--- src/rtl/router_input_deser.sv ---
// router_input_deser
//   Per-lane serial input deserializer. Parses a serial packet into a
//   destination address (LSB first), a fixed pad phase and payload bytes
//   (LSB first). Each completed byte is presented on a one-entry
//   valid/ready output register. The serial side is never stalled: a byte
//   that completes while the register is full and not being popped is
//   dropped and flagged.
//
// Ports
//   clk        rising-edge clock
//   reset      synchronous, active-high reset
//   din        serial data bit
//   frame_n    active-low frame envelope
//   valid_n    active-low data-valid qualifier
//   out_valid  output register holds a byte
//   out_ready  consumer accepts the byte this cycle
//   out_data   payload byte
//   out_addr   destination of the packet the byte belongs to
//   out_sop    byte is the first loaded byte of its packet
//   out_eop    byte is the last byte of its packet
//   frame_err  one-cycle pulse on a framing violation
//   ovf_err    one-cycle pulse when a completed byte is dropped
//   busy       high whenever the parser is not idle
module router_input_deser #(
    parameter int ADDR_W     = 1,
    parameter int PAD_CYCLES = 5
) (
    input  logic              clk,
    input  logic              reset,
    input  logic              din,
    input  logic              frame_n,
    input  logic              valid_n,
    output logic              out_valid,
    input  logic              out_ready,
    output logic [7:0]        out_data,
    output logic [ADDR_W-1:0] out_addr,
    output logic              out_sop,
    output logic              out_eop,
    output logic              frame_err,
    output logic              ovf_err,
    output logic              busy
);

    localparam logic [1:0] ST_IDLE = 2'd0;
    localparam logic [1:0] ST_ADDR = 2'd1;
    localparam logic [1:0] ST_PAD  = 2'd2;
    localparam logic [1:0] ST_DATA = 2'd3;

    localparam int AC_W = (ADDR_W > 1) ? $clog2(ADDR_W) : 1;

    logic [1:0]        r_state;
    logic [AC_W-1:0]   r_addr_cnt;
    logic [3:0]        r_pad_cnt;
    logic [2:0]        r_bit_cnt;
    logic [6:0]        r_shift;
    logic [ADDR_W-1:0] r_addr;
    logic [ADDR_W-1:0] r_pkt_addr;
    logic              r_sop_pending;

    logic              r_out_valid;
    logic [7:0]        r_out_data;
    logic [ADDR_W-1:0] r_out_addr;
    logic              r_out_sop;
    logic              r_out_eop;
    logic              r_frame_err;
    logic              r_ovf_err;

    logic [ADDR_W-1:0] w_addr_next;
    logic              w_complete;
    logic              w_load;
    logic [7:0]        w_byte;

    // Address register with the current din written at bit r_addr_cnt.
    always_comb begin
        w_addr_next = r_addr;
        for (int unsigned i = 0; i < ADDR_W; i++) begin
            if (r_addr_cnt == AC_W'(i)) begin
                w_addr_next[i] = din;
            end
        end
    end

    // The shift register holds bits 0..6; the 8th bit comes straight from din.
    assign w_byte     = {din, r_shift};
    assign w_complete = (r_state == ST_DATA) && !valid_n && (r_bit_cnt == 3'd7);
    assign w_load     = w_complete && (!r_out_valid || out_ready);

    always_ff @(posedge clk) begin
        if (reset) begin
            r_state       <= ST_IDLE;
            r_addr_cnt    <= '0;
            r_pad_cnt     <= '0;
            r_bit_cnt     <= '0;
            r_shift       <= '0;
            r_addr        <= '0;
            r_pkt_addr    <= '0;
            r_sop_pending <= 1'b0;
            r_out_valid   <= 1'b0;
            r_out_data    <= '0;
            r_out_addr    <= '0;
            r_out_sop     <= 1'b0;
            r_out_eop     <= 1'b0;
            r_frame_err   <= 1'b0;
            r_ovf_err     <= 1'b0;
        end else begin
            r_frame_err <= 1'b0;
            r_ovf_err   <= w_complete && !w_load;

            if (w_load) begin
                r_out_valid <= 1'b1;
                r_out_data  <= w_byte;
                r_out_addr  <= r_pkt_addr;
                r_out_sop   <= r_sop_pending;
                r_out_eop   <= frame_n;
            end else if (r_out_valid && out_ready) begin
                r_out_valid <= 1'b0;
            end

            case (r_state)
                ST_IDLE: begin
                    r_bit_cnt <= '0;
                    r_pad_cnt <= '0;
                    if (!frame_n) begin
                        r_addr <= ADDR_W'(din);
                        if (ADDR_W > 1) begin
                            r_addr_cnt <= AC_W'(1);
                            r_state    <= ST_ADDR;
                        end else if (PAD_CYCLES > 0) begin
                            r_state <= ST_PAD;
                        end else begin
                            r_pkt_addr    <= ADDR_W'(din);
                            r_sop_pending <= 1'b1;
                            r_state       <= ST_DATA;
                        end
                    end
                end
                ST_ADDR: begin
                    if (frame_n) begin
                        r_frame_err <= 1'b1;
                        r_state     <= ST_IDLE;
                    end else begin
                        r_addr     <= w_addr_next;
                        r_addr_cnt <= r_addr_cnt + AC_W'(1);
                        if (r_addr_cnt == AC_W'(ADDR_W - 1)) begin
                            if (PAD_CYCLES > 0) begin
                                r_state <= ST_PAD;
                            end else begin
                                r_pkt_addr    <= w_addr_next;
                                r_sop_pending <= 1'b1;
                                r_state       <= ST_DATA;
                            end
                        end
                    end
                end
                ST_PAD: begin
                    if (frame_n) begin
                        r_frame_err <= 1'b1;
                        r_state     <= ST_IDLE;
                    end else if (r_pad_cnt == 4'(PAD_CYCLES - 1)) begin
                        r_pkt_addr    <= r_addr;
                        r_sop_pending <= 1'b1;
                        r_state       <= ST_DATA;
                    end else begin
                        r_pad_cnt <= r_pad_cnt + 4'd1;
                    end
                end
                ST_DATA: begin
                    if (!valid_n) begin
                        if (r_bit_cnt == 3'd7) begin
                            r_bit_cnt <= '0;
                            // sop survives a dropped byte so the next loaded byte carries it
                            if (w_load) begin
                                r_sop_pending <= 1'b0;
                            end
                            if (frame_n) begin
                                r_state <= ST_IDLE;
                            end
                        end else begin
                            r_shift   <= {din, r_shift[6:1]};
                            r_bit_cnt <= r_bit_cnt + 3'd1;
                            if (frame_n) begin
                                r_frame_err <= 1'b1;
                                r_state     <= ST_IDLE;
                            end
                        end
                    end else if (frame_n) begin
                        r_frame_err <= 1'b1;
                        r_state     <= ST_IDLE;
                    end
                end
                default: r_state <= ST_IDLE;
            endcase
        end
    end

    assign out_valid = r_out_valid;
    assign out_data  = r_out_data;
    assign out_addr  = r_out_addr;
    assign out_sop   = r_out_sop;
    assign out_eop   = r_out_eop;
    assign frame_err = r_frame_err;
    assign ovf_err   = r_ovf_err;
    assign busy      = (r_state != ST_IDLE);

endmodule

--- config.mk ---
export PLATFORM = sky130hd
export DESIGN_NAME = router_input_deser
export DESIGN_NICKNAME = d
export VERILOG_FILES = /design/src/rtl/router_input_deser.sv
export SDC_FILE = /design/constraint.sdc
export NUM_CORES = 1
export LEC_CHECK = 0
export ABC_AREA = 1
export BUFFER_PORTS_ARGS = -buffer_cell sky130_fd_sc_hd__buf_2
export CORE_ASPECT_RATIO = 0.7
export CORE_MARGIN = 2
export CORE_UTILIZATION = 40
export CTS_CLUSTER_SIZE = 25
export DETAILED_ROUTE_END_ITERATION = 8
export GPL_TIMING_DRIVEN = 0
export SYNTH_ARGS = -nofsm -noshare
export SYNTH_HDL_FRONTEND = slang
export SYNTH_SLANG_ARGS = --single-unit
--- constraint.sdc ---
create_clock -name clk -period 2.95 [get_ports clk]
set_clock_uncertainty 0.15 [all_clocks]
set_input_delay 0.1475 -clock clk [delete_from_list [all_inputs] [get_ports clk]]
set_output_delay 0.1475 -clock clk [all_outputs]
set_load 0.02 [all_outputs]
==> metrics.cfg, run 1 <==
[critical_path]
cp-end-kind = register
crit_path_start = r_bit_cnt[0]
r2r_cells = 7
critPathKind = reg2reg
arrival_ps = 1720
worst_ep_required_time_ps = 3020
cp-start-kind = register
reg2reg_from = r_bit_cnt[0]
r2r_end = out_data[5]
endpoint = out_data[5]
reg2reg_slack_ps = 1300
path_max_fanout = 10

[placement]
place_inst = 270
place_ws_ps = 1300
io_buffers = 20
hpwl_um = 2190
place_congestion = 0.745

[sta]
fmax_mhz = 606
layout_worst_path_cycle_share = 0.560
fin_ws_ps = 1300
tightest_slew_ps = 460
rsz0062_at_grt = false
setup-violations-final = 0
period_needed_ps = 1650
drv_slew = 0
hold_viol_final = 0
finalSetupTns_ps = 0
max_slew_margin = 0.693

[run_status]
outcome = complete, no violations

[yosys]
ys_ff_latch = 34
syn_area_per_cell_sq_um = 7.51
syn_inst = 200
synth_nets = 214
yosysSeqAreaShare = 0.453
netlist_area_sq_um = 1500
synth_cell_types = 24
yosysWarnings = 0

[global_route]
grt_pass1_wl_um = 5190
grt_max_degree = 11
antenna_found_initial = 0
overflow = 0
grt_pass1_vias = 1129
grtUsageTotal = 0.152

[pwr]
combinationalPowerShare = 0.092
p_per_area_nw_per_um2 = 511
power_frac_seq = 0.520
p_sw_mw = 0.225
p_clk_frac = 0.388
sw_frac_of_total = 0.248
p_leak_nw = 0.791
p_total_mw = 0.907
p_int_mw = 0.683
ir_drop_mv = 0.274

[die]
dieArea_sq_um = 4270
rows = 18
core-area_sq_um = 3560
die_h_um = 55.3
start_util = 0.422
io_pins = 21
fp.dieW_um = 77.2

[detailed_routing]
drt-vias-per-instance = 4.66
drc = 0
drt_iter0_drc = 33
vias = 1305
postRouteAntennaNets = 0
wl_per_cell_um = 10.8
finalWirelength_um = 3010
firstDrtPassIters = 4

[clocking]
cts_tree = done
cts_buffers = 5
cts_root_buf = clkbuf_8
clkSlewWorstSetupHoldPaths_ps = 70
worstSkewPairLatency_ps = 280
cts.htree.levels = 2
cts.sinks = 34
clockBufferDepth = 2

[layout]
drive_gt1_frac = 0.178
stdcell_count = 280
syn_to_final_growth_pct = 18.2
nets = 243
n_fill_cell = 368
n_antenna_cell = 0

[run]
maxCapViolCount = 0

[hold_path]
hold_class = in2reg

-- sequential cells by signal (all words and copies together) (netlist names) --
name           count
r_state            2
r_pkt_addr         1
r_pad_cnt          4
ovf_err            1
r_shift            7
r_bit_cnt          3
out_eop            1
out_data           8
out_addr           1
r_addr_cnt         1
out_valid          1
r_addr             1
r_sop_pending      1
frame_err          1
out_sop            1
-- power by group through the flow --
stage / Combinational, mW / Sequential, mW / Clock (mW)
after detailed placement: 0.0817 / 0.482 / 0
after global placement: 0.0813 / 0.482 / 0
after global routing: 0.0953 / 0.472 / 0.375
after CTS: 0.0840 / 0.472 / 0.360
after floorplan: 0.0597 / 0.481 / 0
final: 0.0831 / 0.472 / 0.352
-- synth_stat cells --
| master | n | share of area |
|---|---|---|
| ha_1 | 8 | 0.067 |
| o21ai_2 | 3 | 0.018 |
| nor2_2 | 5 | 0.021 |
| dfxtp_1 | 34 | 0.45 |
| inv_1 | 19 | 0.048 |
| o211ai_1 | 1 | 0.0050 |
| nor3_1 | 3 | 0.010 |
| clkinv_1 | 1 | 0.0025 |
| buf_6 | 1 | 0.0075 |
| clkbuf_1 | 2 | 0.0050 |
| nor2_4 | 1 | 0.0075 |
| nand4_1 | 3 | 0.013 |
| inv_2 | 1 | 0.0025 |
| nand3_1 | 7 | 0.023 |
| nand2_1 | 22 | 0.055 |
| clkinv_2 | 1 | 0.0033 |
| a21oi_1 | 17 | 0.057 |
| nand2_2 | 1 | 0.0042 |
| or3_1 | 1 | 0.0042 |
| nand3_2 | 1 | 0.0067 |
| o21ai_1 | 6 | 0.020 |
| o21ai_0 | 16 | 0.053 |
| nor2_1 | 45 | 0.11 |
| buf_1 | 1 | 0.0025 |
-- layer usage --
metal	global-route usage	part of all wire	vias up
li1	-	-	709
met1	0.231	0.56	566
met2	0.205	0.38	26
met3	0.0441	0.047	4
met4	0.0459	0.012	0
met5	0	0	-
-- logic make-up after synthesis --
group	Yosys count	synth area share
DFF	34	0.453
AOI/OAI and AO/OA	43	0.153
adders and majority gates	8	0.0667
buffers and inverters	26	0.0708
and+or+nand+nor	89	0.257
-- through the flow --
stage,hold WS (ps),util,instance area (sq um)
2_1_floorplan,132,-,1500
3_3_place_gp,271,0.468,1660
3_5_place_dp,281,0.468,1660
4_1_cts,6.70,0.499,1780
5_1_grt,25.6,0.499,1780
6_report,12.6,0.499,1780
-- worst max-delay path, cell delays in order (launching register included) --
cell     delay (ps)
dfxtp_1         360
ha_1            160
ha_1            220
nand3_2         130
nor2_4          220
buf_6           180
o21ai_1          70
nor2_1          100
-- layout by cell type (no fill, tap or decap), types with 5 or more instances in the layout --
master and instances:
o21ai_1 6, nor2_2 5, clkbuf_8 6, nor2_1 45, nand3_1 7, ha_1 8, inv_1 19, dfxtp_1 34
nand2_1 22, a21oi_1 17, buf_2 20, o21ai_0 16
-- what timing repair did --
action                    CTS  global route
resized for setup           0             0
hold buffers                2             0
setup buffers               0             0
hold endpoints to repair    2             0
-- worst min path at each step --
stage | startpoint | end | slack (ps) | depth (start not counted)
finish | valid_n | r_bit_cnt[1] | 10 | 4
global route | valid_n | r_bit_cnt[1] | 30 | 4
CTS | valid_n | r_bit_cnt[1] | 7 | 4
detailed placement | din | out_data[7] | 280 | 3
global placement | din | out_data[7] | 270 | 3
floorplan | din | out_data[7] | 130 | 2
-- cell type report --
class | count | area [sq um] | area share
tap | 50 | 62.6 | 0.0352
clock inverter | 1 | 5.00 | 0.00282
sequential | 34 | 681 | 0.383
multi-input combinational | 140 | 714 | 0.402
timing repair buffer | 22 | 120 | 0.0677
clock buffer | 7 | 86.3 | 0.0486
inverter | 22 | 83.8 | 0.0472
buffer | 4 | 22.5 | 0.0127
(Power assumes the default switching activity.)
==> run 2: changes to the inputs <==
==> constraint.sdc (replaced) <==
create_clock -name clk -period 1.7 [get_ports clk]
set_clock_uncertainty 0.15 [all_clocks]
set_input_delay 0.085 -clock clk [delete_from_list [all_inputs] [get_ports clk]]
set_output_delay 0.085 -clock clk [all_outputs]
set_load 0.02 [all_outputs]
==> metrics.cfg, run 2 (synthesis gave the netlist of run 1 again) <==
[run_status]
outcome = complete, no violations

[detailed_routing]
finalWirelength_um = 3110  ; +3.2%
drt-vias-per-instance = 4.64  ; -0.43%
drc = 0  ; unchanged
firstDrtPassIters = 4  ; unchanged
postRouteAntennaNets = 0  ; unchanged
drt_iter0_drc = 41  ; +24%
vias = 1318  ; +1.0%
wl_per_cell_um = 10.9  ; +1.7%

[layout]
largest_reg_flops = 8  ; unchanged
n_antenna_cell = 0  ; unchanged
n_fill_cell = 360  ; -2.2%
drive_gt1_frac = 0.218  ; +0.0397
final_cell_mix = nor2_1 (43), dfxtp_1 (31), nand2_1 (22)
nets = 247  ; +1.6%
final_common_cell = nor2_1
syn_to_final_growth_pct = 22.8

[die]
io_pins = 21  ; unchanged
rows = 18  ; unchanged
core-area_sq_um = 3560  ; unchanged
fp.dieW_um = 77.2  ; unchanged
start_util = 0.422  ; unchanged
die_h_um = 55.3  ; unchanged
dieArea_sq_um = 4270  ; unchanged

[global_route]
grt_pass1_wl_um = 5220  ; +0.67%
grt_pass1_vias = 1147  ; +1.6%
grtUsageTotal = 0.153  ; +0.00105
overflow = 0  ; unchanged
antenna_found_initial = 0  ; unchanged
grt_max_degree = 11  ; unchanged

[clocking]
cts.htree.levels = 2  ; unchanged
cts.sinks = 34  ; unchanged
worstSkewPairLatency_ps = 280  ; about the same
clockBufferDepth = 2  ; unchanged
clkSlewWorstSetupHoldPaths_ps = 70  ; about the same
cts_root_buf = clkbuf_8
cts_buffers = 5  ; unchanged
cts_tree = done

[pwr]
p_per_area_nw_per_um2 = 863  ; +69%
ir_drop_mv = 0.468  ; +71%
p_total_mw = 1.59  ; +75%
p_leak_nw = 0.798  ; +0.88%

[hold_path]
hold_class = reg2reg

[sta]
hold_viol_final = 0  ; unchanged
layout_worst_path_cycle_share = 0.921  ; +0.362
max_slew_margin = 0.691  ; -0.00175
hold_slack_ps = 301  ; +289 ps
setup-violations-final = 0  ; unchanged
tightest_slew_ps = 463  ; +2.63 ps
fmax_mhz = 638  ; +5.4%
drv_slew = 0  ; unchanged
period_needed_ps = 1570  ; -84.0 ps

[placement]
place_congestion = 0.745  ; unchanged
hpwl_um = 2190  ; unchanged
io_buffers = 20  ; unchanged

[critical_path]
cp-end-kind = register
cp-start-kind = register
critPathKind = reg2reg
arrival_ps = 1640  ; -80 ps
path_max_fanout = 5  ; -5
worst_ep_required_time_ps = 1770  ; -1250 ps
crit_path_max_incr_delay_ps = 340  ; -20 ps
crit_path_cell_trace = ha_1, ha_4, nand3_2, nor2_4, buf_4, o21ai_0, a21oi_1
cpMaxStageDelayCell = dfxtp_2

[run]
maxCapViolCount = 0  ; unchanged

[run 2: per-layer routing]
layer,track usage,part of all wire,vias to the layer above
met5,0,0,-
met4,0.0459,0.012,0
met2,0.209,0.38,28
li1,-,-,717
met1,0.231,0.57,569
met3,0.0441,0.044,4
[run 2: final timing paths]
| path | start | to | slack, ps | depth (start not counted) |
|---|---|---|---|---|
| setup / recovery | r_bit_cnt[0] | out_addr | 130 | 7 |
| hold / removal | r_addr | r_addr | 300 | 2 |
| setup reg to reg | r_bit_cnt[0] | out_addr | 130 | 7 |
| hold reg to reg | r_addr | r_addr | 300 | 2 |
[run 2: stage by stage]
step / cell area [sq um] / utilization / instances / TNS [ps] / setup slack, ps
2_1_floorplan: 1500 / - / 200 / 0 / 186
3_3_place_gp: 1660 / 0.468 / 270 / 0 / 61.9
3_5_place_dp: 1660 / 0.468 / 270 / 0 / 53.0
4_1_cts: 1810 / 0.507 / 283 / 0 / 33.7
5_1_grt: 1840 / 0.518 / 284 / -0.955 / -0.955
6_report: 1840 / 0.518 / 284 / 0 / 133
[run 2: power breakdown]
part | leakage, nW | switching [mW] | internal (mW)
clock network | 0.0482 | 0.288 | 0.327
registers | 0.276 | 0.0104 | 0.809
logic | 0.474 | 0.0988 | 0.0573
total | 0.798 | 0.397 | 1.19
[run 2: final cells by class]
cell class                      count  area (sq um)  share of cell area
Clock buffer                        7          86.3              0.0468
Clock inverter                      1          5.00             0.00272
Multi-Input combinational cell    140           737               0.400
Tap cell                           50          62.6              0.0339
Sequential cell                    34           684               0.371
Buffer                              4          22.5              0.0122
Timing Repair Buffer               26           158              0.0855
Inverter                           22          87.6              0.0475
[run 2: timing repair]
action,in CTS,in global routing
hold buffers,5,0
endpoints found under the setup margin,0,27
hold endpoints to repair,9,0
setup buffers,0,1
gates resized for setup,0,10
[run 2: worst max-delay path, delay by kind of cell (launching register included)]
family / cells / cell delay (ps)
AOI/OAI and AO/OA: 2 / 190
adders and majority gates: 2 / 350
buffers and inverters: 1 / 160
DFF: 1 / 340
and+or+nand+nor: 2 / 310
